<file path="src/rtl/qcw_gate_deadtime.sv">
// qcw_gate_deadtime
// Gate-drive output stage for the two half-bridge legs of the QCW driver.
// Each leg turns a 1-bit side command into registered P/N gate signals. It
// enforces a both-off dead interval on every transition and a minimum on-time
// per side. Any kill condition forces all-off at once. A halt sets a latched
// fault that keeps every gate off until firmware clears it.
module qcw_gate_deadtime #(
  parameter int DEADTIME_CYCLES = 8,
  parameter int MIN_ON_CYCLES   = 16,
  parameter int CNT_W           = 8
) (
  input  logic clk,
  input  logic reset,
  input  logic in_A,
  input  logic in_B,
  input  logic out_enable,
  input  logic halt,
  input  logic fault_clr,
  output logic gate1_p,
  output logic gate1_n,
  output logic gate2_p,
  output logic gate2_n,
  output logic fault,
  output logic active
);

  typedef enum logic [1:0] {
    ST_OFF,
    ST_DT,
    ST_ONP,
    ST_ONN
  } legState_t;

  localparam logic [CNT_W-1:0] DT_LOAD  = CNT_W'(DEADTIME_CYCLES - 1);
  localparam logic [CNT_W-1:0] MIN_LOAD = CNT_W'(MIN_ON_CYCLES - 1);

  // Index 0 is leg 1 (in_A), index 1 is leg 2 (in_B).
  legState_t        r_state     [2];
  legState_t        w_stateNext [2];
  logic [CNT_W-1:0] r_cnt       [2];
  logic [CNT_W-1:0] w_cntNext   [2];
  logic [1:0]       r_tgt;
  logic [1:0]       w_tgtNext;
  logic [1:0]       r_gateP;
  logic [1:0]       r_gateN;
  logic [1:0]       w_gatePNext;
  logic [1:0]       w_gateNNext;
  logic [1:0]       w_cmd;
  logic             r_fault;
  logic             w_faultNext;
  logic             r_active;
  logic             w_activeNext;
  logic             w_kill;

  assign w_cmd = {in_B, in_A};

  // State register: leg FSMs, counters, targets, registered gates and status.
  always_ff @(posedge clk) begin
    if (reset) begin
      r_state[0] <= ST_OFF;
      r_state[1] <= ST_OFF;
      r_cnt[0]   <= '0;
      r_cnt[1]   <= '0;
      r_tgt      <= '0;
      r_gateP    <= '0;
      r_gateN    <= '0;
      r_fault    <= 1'b0;
      r_active   <= 1'b0;
    end else begin
      r_state[0] <= w_stateNext[0];
      r_state[1] <= w_stateNext[1];
      r_cnt[0]   <= w_cntNext[0];
      r_cnt[1]   <= w_cntNext[1];
      r_tgt      <= w_tgtNext;
      r_gateP    <= w_gatePNext;
      r_gateN    <= w_gateNNext;
      r_fault    <= w_faultNext;
      r_active   <= w_activeNext;
    end
  end

  // Next-state logic: fault latch plus the dead-time/min-on sequencing per leg.
  always_comb begin
    w_kill      = ~out_enable | halt | r_fault;
    w_faultNext = r_fault;
    w_tgtNext   = r_tgt;
    if (halt) begin
      w_faultNext = 1'b1;
    end else if (fault_clr) begin
      w_faultNext = 1'b0;
    end
    for (int i = 0; i < 2; i++) begin
      w_stateNext[i] = r_state[i];
      w_cntNext[i]   = r_cnt[i];
      if (w_kill) begin
        w_stateNext[i] = ST_OFF;
        w_cntNext[i]   = '0;
      end else begin
        case (r_state[i])
          ST_OFF: begin
            w_stateNext[i] = ST_DT;
            w_cntNext[i]   = DT_LOAD;
            w_tgtNext[i]   = w_cmd[i];
          end
          ST_DT: begin
            // The target tracks the command during dead time. The side that
            // turns on is the one last seen before the count expires.
            w_tgtNext[i] = w_cmd[i];
            if (r_cnt[i] == '0) begin
              w_stateNext[i] = r_tgt[i] ? ST_ONP : ST_ONN;
              w_cntNext[i]   = MIN_LOAD;
            end else begin
              w_cntNext[i] = r_cnt[i] - CNT_W'(1);
            end
          end
          ST_ONP, ST_ONN: begin
            // A side change is only honoured once the min-on count has run out.
            // A command that reverted before then is simply never seen.
            if ((w_cmd[i] != (r_state[i] == ST_ONP)) && (r_cnt[i] == '0)) begin
              w_stateNext[i] = ST_DT;
              w_cntNext[i]   = DT_LOAD;
              w_tgtNext[i]   = w_cmd[i];
            end else if (r_cnt[i] != '0) begin
              w_cntNext[i] = r_cnt[i] - CNT_W'(1);
            end
          end
          default: begin
            w_stateNext[i] = ST_OFF;
            w_cntNext[i]   = '0;
          end
        endcase
      end
    end
  end

  // Output decode from the next state, so the gates register in step with the FSM.
  always_comb begin
    w_gatePNext = '0;
    w_gateNNext = '0;
    for (int i = 0; i < 2; i++) begin
      w_gatePNext[i] = (w_stateNext[i] == ST_ONP);
      w_gateNNext[i] = (w_stateNext[i] == ST_ONN);
    end
    w_activeNext = (w_stateNext[0] != ST_OFF) | (w_stateNext[1] != ST_OFF);
  end

  assign gate1_p = r_gateP[0];
  assign gate1_n = r_gateN[0];
  assign gate2_p = r_gateP[1];
  assign gate2_n = r_gateN[1];
  assign fault   = r_fault;
  assign active  = r_active;

endmodule
</file>
<file path="config.mk">
export PLATFORM = sky130hd
export DESIGN_NAME = qcw_gate_deadtime
export DESIGN_NICKNAME = d
export VERILOG_FILES = /design/src/rtl/qcw_gate_deadtime.sv
export SDC_FILE = /design/constraint.sdc
export NUM_CORES = 1
export LEC_CHECK = 0
export ABC_AREA = 1
export BUFFER_PORTS_ARGS = -buffer_cell sky130_fd_sc_hd__buf_2
export CORE_MARGIN = 3
export CORE_UTILIZATION = 62
export DETAILED_ROUTE_END_ITERATION = 16
export PLACE_DENSITY = 0.9
export SYNTH_ARGS = -nofsm -noshare
export SYNTH_HDL_FRONTEND = slang
export SYNTH_SLANG_ARGS = --single-unit
export TNS_END_PERCENT = 30
</file>
<file path="constraint.sdc">
create_clock -name clk -period 3.25 [get_ports clk]
set_clock_uncertainty 0.15 [all_clocks]
set_input_delay 0.1625 -clock clk [delete_from_list [all_inputs] [get_ports clk]]
set_output_delay 0.1625 -clock clk [all_outputs]
set_load 0.01 [all_outputs]
</file>
Word level (Yosys, flattened, before mapping)
Memories as Yosys holds them, arrays and structs flattened.
Cells that the tools add are included.
{"block": "op_classes", "n_reduce_logical": 17, "addsub": 2, "multipliers": 0, "bitwise": 9, "magnitude_cmp": 0, "shift": 0, "n_eq_ne": 14, "mux": 33, "div_mod_pow": 0}
{"cell": "8-bit two-way mux", "n": 10}
{"cell": "8-bit one-hot mux with 3 select lines", "n": 2}
{"cell": "2-bit == test (second input constant)", "n": 8}
{"cell": "8-bit zero test", "n": 2}
{"cell": "2-bit two-way mux", "n": 8}
{"cell": "8-bit nonzero test", "n": 2}
{"cell": "8-bit by 1-bit subtractor with 8-bit output (second input constant)", "n": 2}
{"cell": "2-bit one-hot mux with 3 select lines", "n": 2}
{"cell": "1-bit two-way mux", "n": 9}
{"cell": "2-bit OR reduction", "n": 4}
{"cell": "1-bit OR", "n": 7}
{"cell": "2-bit nonzero test", "n": 3}
{"cell": "2-bit by 1-bit == test with 1-bit output (second input constant)", "n": 2}
{"cell": "2-bit zero test", "n": 2}
{"cell": "2-bit inequality test (second input constant)", "n": 2}
{"cell": "1-bit one-hot mux with 2 select lines", "n": 2}
{"cell": "2-bit AND reduction", "n": 2}
{"cell": "1-bit logical AND", "n": 2}
{"cell": "1-bit inequality test", "n": 2}
{"cell": "1-bit NOT", "n": 2}
{"block": "totals", "register_bits": 8, "output_inout_bits": 6, "ramBits": 20, "latchBits": 0, "romBits": 0, "memories": 2}
{"name": "r_cnt", "words": 2, "word_bits": 8, "read_ports": 2, "rd_clocked_by_memory_dff": 0, "write_ports": 2, "line_no": "40", "source": "logic [CNT_W-1:0] r_cnt [2];"}
{"name": "r_state", "words": 2, "word_bits": 2, "read_ports": 2, "rd_clocked_by_memory_dff": 0, "write_ports": 2, "line_no": "38", "source": "legState_t r_state [2];"}

Logic depth before layout (Yosys ltp)
Gate-level depths: netlist of the first run.
{"block": "logic_depth", "depth_word": 8, "mapped_depth": 10, "depth_no_buf": 9}

Least setup slack after synthesis of the first run
Ideal clock, no wire load.
{"block": "synth_path", "path_kind": "register to register", "from": "memory r_cnt[0][0]", "to": "memory r_cnt[0][7]", "required_ns": 2.985, "setup_slack_ns": 1.822, "path_buffers": 1, "stages_incl_launch_ff": 9, "arrival_time_ns": 1.163, "path_cell_list": "dfxtp_1 > inv_1 > ha_1 > nand2_1 > nor2_2 > nand3_2 > buf_6 > a21oi_1 > nor2_1"}
{"element": "start, declared", "line_no": "40"}

Worst setup path in the final report of the first run
{"block": "layout_path", "from": "register r_fault, in the netlist fault", "to": "register r_gateP[1]"}
{"block": "layout_between", "elab_chain_len": 3}
{"element": "start, declared", "line_no": "49", "source": "logic r_fault;"}
{"element": "start signal, assigned", "line_no": "77", "source": "r_fault <= w_faultNext;"}
{"element": "1-bit OR", "line_no": "84", "source": "w_kill = ~out_enable | halt | r_fault;"}
{"element": "2-bit two-way mux", "line_no": "95", "source": "if (w_kill) begin"}
{"element": "2-bit == test", "line_no": "141", "source": "w_gatePNext[i] = (w_stateNext[i] == ST_ONP);"}
{"element": "end signal, assigned", "line_no": "75", "source": "r_gateP <= w_gatePNext;"}
{"element": "end, declared", "line_no": "44", "source": "logic [1:0] r_gateP;"}
Every way passes these cells.
A chain may end at the register's enable or synchronous reset.

==> results of run 1 <==
-- layer usage --
| layer | share of wire | up-vias | routed length (um) | track usage |
|---|---|---|---|---|
| met5 | 0 | - | 0 | 0 |
| met4 | 0.0081 | 0 | 24 | 0.07287 |
| met3 | 0.043 | 4 | 127 | 0.04558 |
| met2 | 0.47 | 34 | 1398 | 0.3661 |
| met1 | 0.48 | 633 | 1426 | 0.3240 |
| li1 | - | 738 | - | - |
-- timing repair --
action | CTS | global route
hold buffers | 2 | 0
hold endpoints to repair | 3 | 0
endpoints found under the setup margin | 0 | 0
-- registers in the layout (all words and copies together) (netlist names) --
name     cells
r_tgt        2
r_cnt       16
r_gateN      2
r_gateP      2
fault        1
active       1
r_state      4
-- final timing paths --
kind | end | cells past startpoint | from
setup reg to reg | r_gateP[1] | 7 | fault
hold / removal | r_tgt[0] | 5 | in_A
setup / recovery | r_gateP[1] | 7 | fault
hold reg to reg | r_cnt[0][5] | 2 | r_cnt[0][5]
-- power by group through the flow --
stage	clock network [mW]	registers (mW)	logic, mW
6_report	0.141	0.356	0.0791
3_3_place_gp	0	0.363	0.0739
5_1_grt	0.160	0.357	0.0922
3_5_place_dp	0	0.364	0.0763
2_1_floorplan	0	0.363	0.0593
4_1_cts	0.147	0.356	0.0790
-- synthesized netlist by cell type (all sizes together) --
library cell / number / area [sq um]
nand2: 68 / 265.3
nor2: 35 / 153.9
inv: 31 / 116.4
dfxtp: 28 / 560.5
nand3: 24 / 135.1
a21oi: 15 / 78.83
ha: 4 / 50.05
nor3: 4 / 20.02
buf: 3 / 30.03
nand4: 3 / 18.77
o21ai: 3 / 18.76
or2: 3 / 18.77
a31oi: 2 / 12.51
o21bai: 2 / 15.01
-- logic make-up after synthesis --
group | after synthesis | share of synthesized area
fa+ha+maj | 4 | 0.03350
compound gates | 22 | 0.08375
buf+inv | 34 | 0.09799
flops | 28 | 0.3752
simple gates | 137 | 0.4095
-- layout make-up --
cell class | instances | area (sq um)
flip-flops and latches | 28 | 560.5
well taps | 28 | 35.03
inverters | 31 | 116.4
multi-input cells | 163 | 787.0
clock buffers | 3 | 22.52
repair buffers | 14 | 80.08
fillers | 203 | 653.1
-- critical path, cell delays in order (launching register included) --
cell and delay [ns]:
dfxtp_1 0.35, nor2_1 0.12, nand2_1 0.12, inv_2 0.14, nand2_1 0.15, inv_1 0.37
nand2_1 0.13, a21oi_1 0.14
-- through the flow --
step | cell area (sq um) | utilization | total power, mW | setup slack [ns] | hold WS [ns]
global placement | 1559 | 0.6915 | 0.4373 | 1.615 | 0.1864
global route | 1602 | 0.7103 | 0.6099 | 1.364 | 0.1054
finish | 1602 | 0.7103 | 0.5769 | 1.525 | 0.08166
floorplan | 1494 | - | 0.4224 | 1.822 | 0.08488
CTS | 1602 | 0.7103 | 0.5819 | 1.543 | 0.06982
detailed placement | 1559 | 0.6915 | 0.4399 | 1.582 | 0.2010
==> metrics.yaml, run 1 <==
detailed_routing:
  drc_errors: 0
  wl_per_cell_um: 11.15
  antenna_left: 0
  routed_wl_mm: 2.977
  dr.pass1.iters: 4
  via_per_inst: 5.277
  drt-initial-drc-count: 40
  via_count: 1409
pwr:
  power.density_nw_per_um2: 360.2
  p_switching_mw: 0.1528
  power_leakage_nw: 0.8356
  p_seq_frac: 0.618
  internal_power_mw: 0.4240
  ir_drop_mv: 0.3614
  clkPwrFrac: 0.245
  combPwrFrac: 0.137
  p_sw_frac: 0.2649
clock_network:
  cts_tree: "built"
  path_clk_slew_ns: 0.14
  cts_sinks: 28
  clock_path_buffers: 2
  cts_resized: 0
  numCtsBuffers: 3
  htree_levels: 1
  clkLatencyLatePin_ns: 0.32
  post_cts_buffers: 0
  cts_root_buf: "clkbuf_4"
synthesis:
  synth_cell_type_count: 23
  syn_inst: 225
  syn_nets: 236
  synth.avg_cell_area_sq_um: 6.640
  yosys_warnings: 0
  synth_seq_cells: 28
  yosysSeqAreaShare: 0.3752
  synth_area_sq_um: 1494
finish:
  mostFrequentLayoutCells: "64 x nand2_1, 30 x nor2_1, 29 x inv_1, 28 x dfxtp_1, 21 x nand3_1"
  nets: 252
  final_common_cell: "nand2_1"
  syn2layout_area_growth_pct: 7.203
  layout.cells.non_filler: 267
  antennaDiodeCount: 0
  drive_above_1_share: 0.1423
placed_design:
  gp_congestion: 0.8936
  place_hpwl_mm: 2.238
  place_inst: 262
  portBuffers: 12
timing:
  min_period_ns: 1.726
  layout_worst_path_cycle_share: 0.5309
  final_max_slew_viol_count: 0
  relSlewSlack: 0.7098
  tightest_slew_ns: 0.4348
  setup_viol: 0
  fin_setup_tns_ns: 0
  rsz0062_at_grt: "false"
  max_freq_ghz: 0.5795
  final-hold-violation-count: 0
grt:
  overflow: 0
  grt_usage: 0.2343
  grt_pass1_wl_mm: 5.271
  antenna_found_initial: 0
  grt_max_degree: 15
  grt_pass1_vias: 1256
die:
  die_h_um: 55.09
  io_pins: 13
  dieArea_sq_um: 3034
  die_x_um: 55.09
  coreArea_sq_um: 2255
  num_rows: 17
  start_util: 0.6626
setup_path:
  end_kind: "register"
  startpoint_type: "register"
  worst-endpoint-required_ns: 3.36
  r2r_slack_ns: 1.52
  path_class: "register to register"
  cp_max_fo: 12
  arrival_ns: 1.84
status:
  status: "complete, no violations"
run:
  drv_cap: 0
worst_hold_path:
  hold_path.class: "input pin to register"
Power figures use the tool's default switching activity.
==> run 2: changes to the inputs <==
Settings changed: CORE_UTILIZATION 62 to 52, PLACE_DENSITY 0.9 to 0.82.
Clock period 3.25 ns to 1.5 ns, I/O delays scaled along.
==> run 2 against run 1 <==
  * The run now ends with negative hold slack, negative setup slack left
  * Critical path depth up 1
  * Worst setup slack worse by 1.5 ns
  * First-iteration DRC count up 30%
  * Cell area up 19%
  * Hold slack worse by 0.11 ns
  * Flip-flop and latch count unchanged
  * Die area up 17%
  * Critical path type unchanged
  * Largest power group unchanged
==> metrics.yaml, run 2 (synthesized netlist as in run 1, its figures left out) <==
finish:
  nets: 271  # +7.5%
  syn2layout_area_growth_pct: 27.30
  finalInstanceArea_sq_um: 1902  # +19%
  largest_reg_flops: 16  # unchanged
  antennaDiodeCount: 0  # unchanged
  mostFrequentLayoutCells: "48 x nand2_1, 27 x nor2_1, 25 x inv_1"
  top_register: "r_cnt"
  final_common_cell: "nand2_1"
  largest_registers: "r_cnt: 16 flops, r_state: 4 flops"
  fill_cells: 185  # -8.9%
  drive_above_1_share: 0.3359  # +0.1936
clock_network:
  cts_root_buf: "clkbuf_4"
  cts_tree: "built"
  numCtsBuffers: 3  # unchanged
  post_cts_buffers: 0  # unchanged
  htree_levels: 1  # unchanged
  cts_sinks: 28  # unchanged
  clock_path_buffers: 2  # unchanged
  clkLatencyLatePin_ns: 0.35  # +0.03 ns
  path_clk_slew_ns: 0.16  # +0.02 ns
detailed_routing:
  antenna_left: 0  # unchanged
  drc_errors: 0  # unchanged
  via_per_inst: 5.318  # +0.78%
  dr.pass1.iters: 5  # +1
  routed_wl_mm: 3.435  # +15%
  drt-initial-drc-count: 52  # +30%
  wl_per_cell_um: 11.89  # +6.6%
  via_count: 1537  # +9.1%
setup_path:
  worstSetupPathDepth: 8  # +1
  cp_max_fo: 6  # -6
  rr_endpoint: "r_cnt[0][2]"
  path_class: "register to register"
  critPathMaxStageDelay_ns: 0.36  # about the same
  cp_num_buf_inv: 1  # -1
  end_kind: "register"
  cp_slowest_cell: "dfxtp_2"
  arrival_ns: 1.65  # -0.19 ns
  crit_end: "r_cnt[0][2]"
  startpoint_type: "register"
  r2r_cells: 8  # +1
  regToRegStartpoint: "r_cnt[0][0]"
  crit_chain: "inv_2 > ha_4 > nand2_2 > o21ai_0 > nand2_2 > nand2_1 > nand2_1 > a21oi_1"
  cp-startpoint: "r_cnt[0][0]"
  r2r_slack_ns: -0.001  # -1.53 ns
  critPathTopFamily: "flip-flops"
  worst-endpoint-required_ns: 1.65  # -1.71 ns
worst_hold_path:
  worstHoldPathCells: 4  # -1
  hold_path.class: "input pin to register"
timing:
  min_period_ns: 1.501  # -0.2244 ns
  hold_ws_ns: -0.02549  # -0.1072 ns
  tightest_slew_ns: 0.2362  # -0.1986 ns
  final_max_slew_viol_count: 0  # unchanged
  fin_ws_ns: -0.001122  # -1.526 ns
  relSlewSlack: 0.8409  # +0.1310
  max_freq_ghz: 0.6662  # +15%
  final-hold-violation-count: 6  # +6
  setup_viol: 1  # +1
  rsz0062_at_grt: "true"
  layout_worst_path_cycle_share: 1.001  # +0.4698
pwr:
  internal_power_mw: 1.130  # +170%
  p_switching_mw: 0.3895  # +150%
  p_seq_frac: 0.509  # -0.109
  ir_drop_mv: 0.8051  # +120%
  p_sw_frac: 0.2563  # -0.008596
  power_leakage_nw: 0.9616  # +15%
  power.density_nw_per_um2: 799.0  # +120%
  combPwrFrac: 0.153  # +0.016
  clkPwrFrac: 0.338  # +0.093
grt:
  overflow: 0  # unchanged
  grt_pass1_wl_mm: 5.382  # +2.1%
  grt_max_degree: 17  # +2
  antenna_found_initial: 0  # unchanged
  grt_usage: 0.1922  # -0.04212
  grt_pass1_vias: 1299  # +3.4%
placed_design:
  place_hpwl_mm: 2.301  # +2.8%
  portBuffers: 12  # unchanged
  gp_congestion: 0.8404  # -6.0%
  dpl-instance-area_sq_um: 1689  # +8.3%
die:
  coreArea_sq_um: 2613  # +16%
  die_h_um: 59.60  # +8.2%
  io_pins: 13  # unchanged
  die_x_um: 59.60  # +8.2%
  num_rows: 18  # +1
  dieArea_sq_um: 3552  # +17%
  start_util: 0.5718  # -0.09076
status:
  status: "finished, violations left"
  failed_checks: "negative hold slack, negative setup slack"
run:
  drv_cap: 0  # unchanged
[run 2: cell count changes in the layout (fill, tap and decap cells not counted), sizes merged]
cell         before  now
buf              12   29
bufinv            0    1
dlygate4sd3       2    4
[run 2: worst min-delay path by stage]
stage,from,end
floorplan,reset,fault
global placement,reset,fault
detailed placement,reset,fault
CTS,out_enable,r_gateP[0]
global route,out_enable,r_gateP[1]
finish,out_enable,r_gateP[1]
[run 2: power groups by stage]
stage | sequential, mW | clock [mW] | combinational, mW
after floorplan | 0.787 | 0 | 0.129
after global placement | 0.786 | 0 | 0.185
after detailed placement | 0.786 | 0 | 0.188
after CTS | 0.770 | 0.530 | 0.201
after global routing | 0.775 | 0.544 | 0.257
final | 0.773 | 0.514 | 0.233
[run 2: area by class of cell]
class / count / area, sq um / area share
clock inverters: 1 / 30.03 / 0.01579
flip-flops and latches: 28 / 570.5 / 0.3000
multi-input cells: 163 / 897.1 / 0.4717
inverters: 31 / 116.4 / 0.06118
clock buffers: 3 / 22.52 / 0.01184
well taps: 30 / 37.54 / 0.01974
repair buffers: 33 / 227.7 / 0.1197
[run 2: timing repair]
item | in CTS | in global routing
hold endpoints to repair | 7 | 0
setup endpoints to repair | 5 | 24
resized for setup | 2 | 40
hold buffers | 4 | 0
pin swaps | 0 | 10
cloned | 0 | 0
[run 2: metrics by stage]
| step | setup slack (ns) | std cells | TNS, ns | total power, mW | utilization |
|---|---|---|---|---|---|
| 2_1_floorplan | 0.07198 | 225 | 0 | 0.9152 | - |
| 3_3_place_gp | -0.005855 | 281 | -0.01480 | 0.9707 | 0.6466 |
| 3_5_place_dp | -0.03366 | 281 | -0.08562 | 0.9743 | 0.6466 |
| 4_1_cts | -0.01082 | 289 | -0.01082 | 1.502 | 0.6868 |
| 5_1_grt | -0.08038 | 289 | -0.5016 | 1.576 | 0.7280 |
| 6_report | -0.001122 | 289 | -0.001122 | 1.520 | 0.7280 |
[run 2: per-layer routing]
metal / routed length, um / global-route usage / vias to the layer above
met5: 0 / 0 / -
li1: - / - / 781
met3: 131 / 0.03050 / 11
met4: 78 / 0.05696 / 0
met2: 1742 / 0.3370 / 49
met1: 1482 / 0.2406 / 696
[run 2: worst min-delay path, stage by stage]
cell     delay [ns]
buf_2          0.10
nand2_2        0.09
a31oi_1        0.06
a21oi_1        0.11
==> run 3: changes to the inputs <==
Settings changed: TNS_END_PERCENT 30 to 100.
==> run 3 against run 2 <==
  * First-iteration DRC count increased by 5.8%
  * Maximum frequency decreased by 0.62%
  * Critical path type unchanged
  * Non-clock buffer count unchanged
  * Clock power about the same
  * Largest power group unchanged
  * Sequential share of layout area decreased by 0.20 points
  * Critical path depth decreased by 1
  * Die area unchanged
  * Sequential power about the same
  * Cell area increased by 0.46%
  * Wire length increased by 1.1%
  * Total power about the same
  * The run still ends with negative hold slack, negative setup slack left
==> metrics.yaml, run 3 (synthesized netlist as in run 1, its figures left out) <==
finish:
  top_register: "r_cnt"
  mostFrequentLayoutCells: "49 x nand2_1, 26 x nor2_1, 25 x inv_1, 21 x dfxtp_1, 20 x nand3_1"
  largest_reg_flops: 16  # unchanged
  syn2layout_area_growth_pct: 27.89
  fill_cells: 183  # -1.1%
  antennaDiodeCount: 0  # unchanged
  multiInputGateArea_sq_um: 907.1  # +1.1%
  largest_registers: "r_cnt: 16 flops, r_state: 4 flops"
  final-seq-area_sq_um: 569.3  # -0.22%
  drive_above_1_share: 0.3346  # -0.001292
  nets: 272  # +0.37%
  final_common_cell: "nand2_1"
grt:
  grt_usage: 0.1926  # +0.0004490
  overflow: 0  # unchanged
  grt_pass1_wl_mm: 5.395  # +0.24%
  antenna_found_initial: 0  # unchanged
  grt_max_degree: 17  # unchanged
  grt_pass1_vias: 1299  # unchanged
pwr:
  combPwrFrac: 0.155  # +0.002
  power_leakage_nw: 0.9628  # +0.12%
  ir_drop_mv: 0.7913  # -1.7%
  power.density_nw_per_um2: 795.1  # -0.50%
  internal_power_mw: 1.131  # about the same
  p_seq_frac: 0.509  # about the same
  clkPwrFrac: 0.337  # about the same
  p_switching_mw: 0.3883  # -0.33%
  power_mw: 1.519  # about the same
  p_sw_frac: 0.2556  # -0.0007423
clock_network:
  cts_sinks: 28  # unchanged
  path_clk_slew_ns: 0.16  # about the same
  cts_tree: "built"
  htree_levels: 1  # unchanged
  clkLatencyLatePin_ns: 0.34  # about the same
  cts_root_buf: "clkbuf_4"
  clock_path_buffers: 2  # unchanged
  numCtsBuffers: 3  # unchanged
die:
  die_h_um: 59.60  # unchanged
  io_pins: 13  # unchanged
  die_x_um: 59.60  # unchanged
  dieArea_sq_um: 3552  # unchanged
  num_rows: 18  # unchanged
  start_util: 0.5718  # unchanged
  coreArea_sq_um: 2613  # unchanged
timing:
  max_freq_ghz: 0.6620  # -0.62%
  layout_worst_path_cycle_share: 1.007  # +0.006250
  tightest_slew_ns: 0.2889  # +0.05275 ns
  setup_viol: 1  # unchanged
  rsz0062_at_grt: "true"
  min_period_ns: 1.510  # +0.009376 ns
  final-hold-violation-count: 6  # unchanged
  final_max_slew_viol_count: 0  # unchanged
  hold_ws_ns: -0.01878  # +0.006711 ns
  relSlewSlack: 0.8059  # -0.03499
  fin_ws_ns: -0.01050  # -0.009376 ns
placed_design:
  place_hpwl_mm: 2.301  # unchanged
  portBuffers: 12  # unchanged
  gp_congestion: 0.8404  # unchanged
  dp_slack_ns: -0.03366  # unchanged
setup_path:
  crit_end: "r_cnt[0][3]"
  r2r_cells: 7  # -1
  critPathMaxStageDelay_ns: 0.37  # about the same
  arrival_ns: 1.64  # about the same
  cp_num_buf_inv: 2  # +1
  r2r_slack_ns: -0.01  # about the same
  cp_max_fo: 4  # -2
  end_kind: "register"
  regToRegStartpoint: "r_cnt[0][1]"
  crit_chain: "inv_2 > buf_4 > nand3_2 > or2_2 > nand3_1 > nand2_1 > nor3_1"
  rr_endpoint: "r_cnt[0][3]"
  cp_slowest_cell: "dfxtp_2"
  worstSetupPathDepth: 7  # -1
  startpoint_type: "register"
  path_class: "register to register"
  cp-startpoint: "r_cnt[0][1]"
  critPathTopFamily: "simple AND/OR/NAND/NOR gates"
  worst-endpoint-required_ns: 1.63  # -0.02 ns
detailed_routing:
  drt-initial-drc-count: 55  # +5.8%
  via_count: 1552  # +0.98%
  routed_wl_mm: 3.472  # +1.1%
  via_per_inst: 5.352  # +0.63%
  wl_per_cell_um: 11.97  # +0.73%
  dr.pass1.iters: 4  # -1
  drc_errors: 0  # unchanged
  antenna_left: 0  # unchanged
status:
  status: "finished, violations left"
  failed_checks: "negative hold slack, negative setup slack"
worst_hold_path:
  hold_path.class: "input pin to register"
run:
  drv_cap: 0  # unchanged
[run 3: changes by cell type in the layout (fill, tap and decap cells not counted)]
cell,delta
dfxtp_1,+1
nand2_1,+1
nor2_1,-1
o21ai_0,-1
nor2_2,+1
o21ai_1,+1
nand2_2,-1
dfxtp_2,-1
nand3_2,+1
[run 3: final cells by class]
| class | instances | area share |
|---|---|---|
| multi-input cells | 164 | 0.4748 |
| flip-flops and latches | 28 | 0.2980 |
| repair buffers | 33 | 0.1192 |
| inverters | 31 | 0.06090 |
| well taps | 30 | 0.01965 |
| clock inverters | 1 | 0.01572 |
| clock buffers | 3 | 0.01179 |
[run 3: worst min-delay path by stage]
stage	end	start	depth (start not counted)
floorplan	fault	reset	1
detailed placement	fault	reset	2
global route	r_gateP[1]	out_enable	4
CTS	r_gateP[0]	out_enable	4
global placement	fault	reset	2
finish	r_gateP[0]	out_enable	4
[run 3: timing repair]
action,CTS,global route
pin swaps,1,9
hold buffers,4,0
endpoints found under the setup margin,5,23
setup buffers,0,0
gates resized for setup,4,38
gates cloned,0,1
hold endpoints to repair,7,0
[run 3: metal layers]
| layer | vias to the layer above | track usage | wire length (um) |
|---|---|---|---|
| met3 | 7 | 0.03050 | 159 |
| li1 | 789 | - | - |
| met2 | 46 | 0.3385 | 1740 |
| met5 | - | 0 | 0 |
| met1 | 710 | 0.2406 | 1518 |
| met4 | 0 | 0.05696 | 53 |
[run 3: through the flow]
| step | cells | area (sq um) | utilization | setup TNS [ns] |
|---|---|---|---|---|
| finish | 290 | 1911 | 0.7313 | -0.01050 |
| CTS | 289 | 1799 | 0.6887 | 0 |
| detailed placement | 281 | 1689 | 0.6466 | -0.08562 |
| global placement | 281 | 1689 | 0.6466 | -0.01480 |
| global route | 290 | 1911 | 0.7313 | -0.3991 |
| floorplan | 225 | 1494 | - | 0 |
[run 3: power by group through the flow]
stage	logic, mW	registers, mW	clock network, mW
detailed placement	0.188	0.786	0
floorplan	0.129	0.787	0
global route	0.260	0.775	0.543
CTS	0.202	0.770	0.530
finish	0.235	0.773	0.511
global placement	0.185	0.786	0
[run 3: worst reg2reg max path, cell delays in order (launching register included)]
cell and delay (ns):
dfxtp_2 0.37, inv_2 0.07, buf_4 0.11, nand3_2 0.12, or2_2 0.31, nand3_1 0.09, nand2_1 0.07, nor3_1 0.16
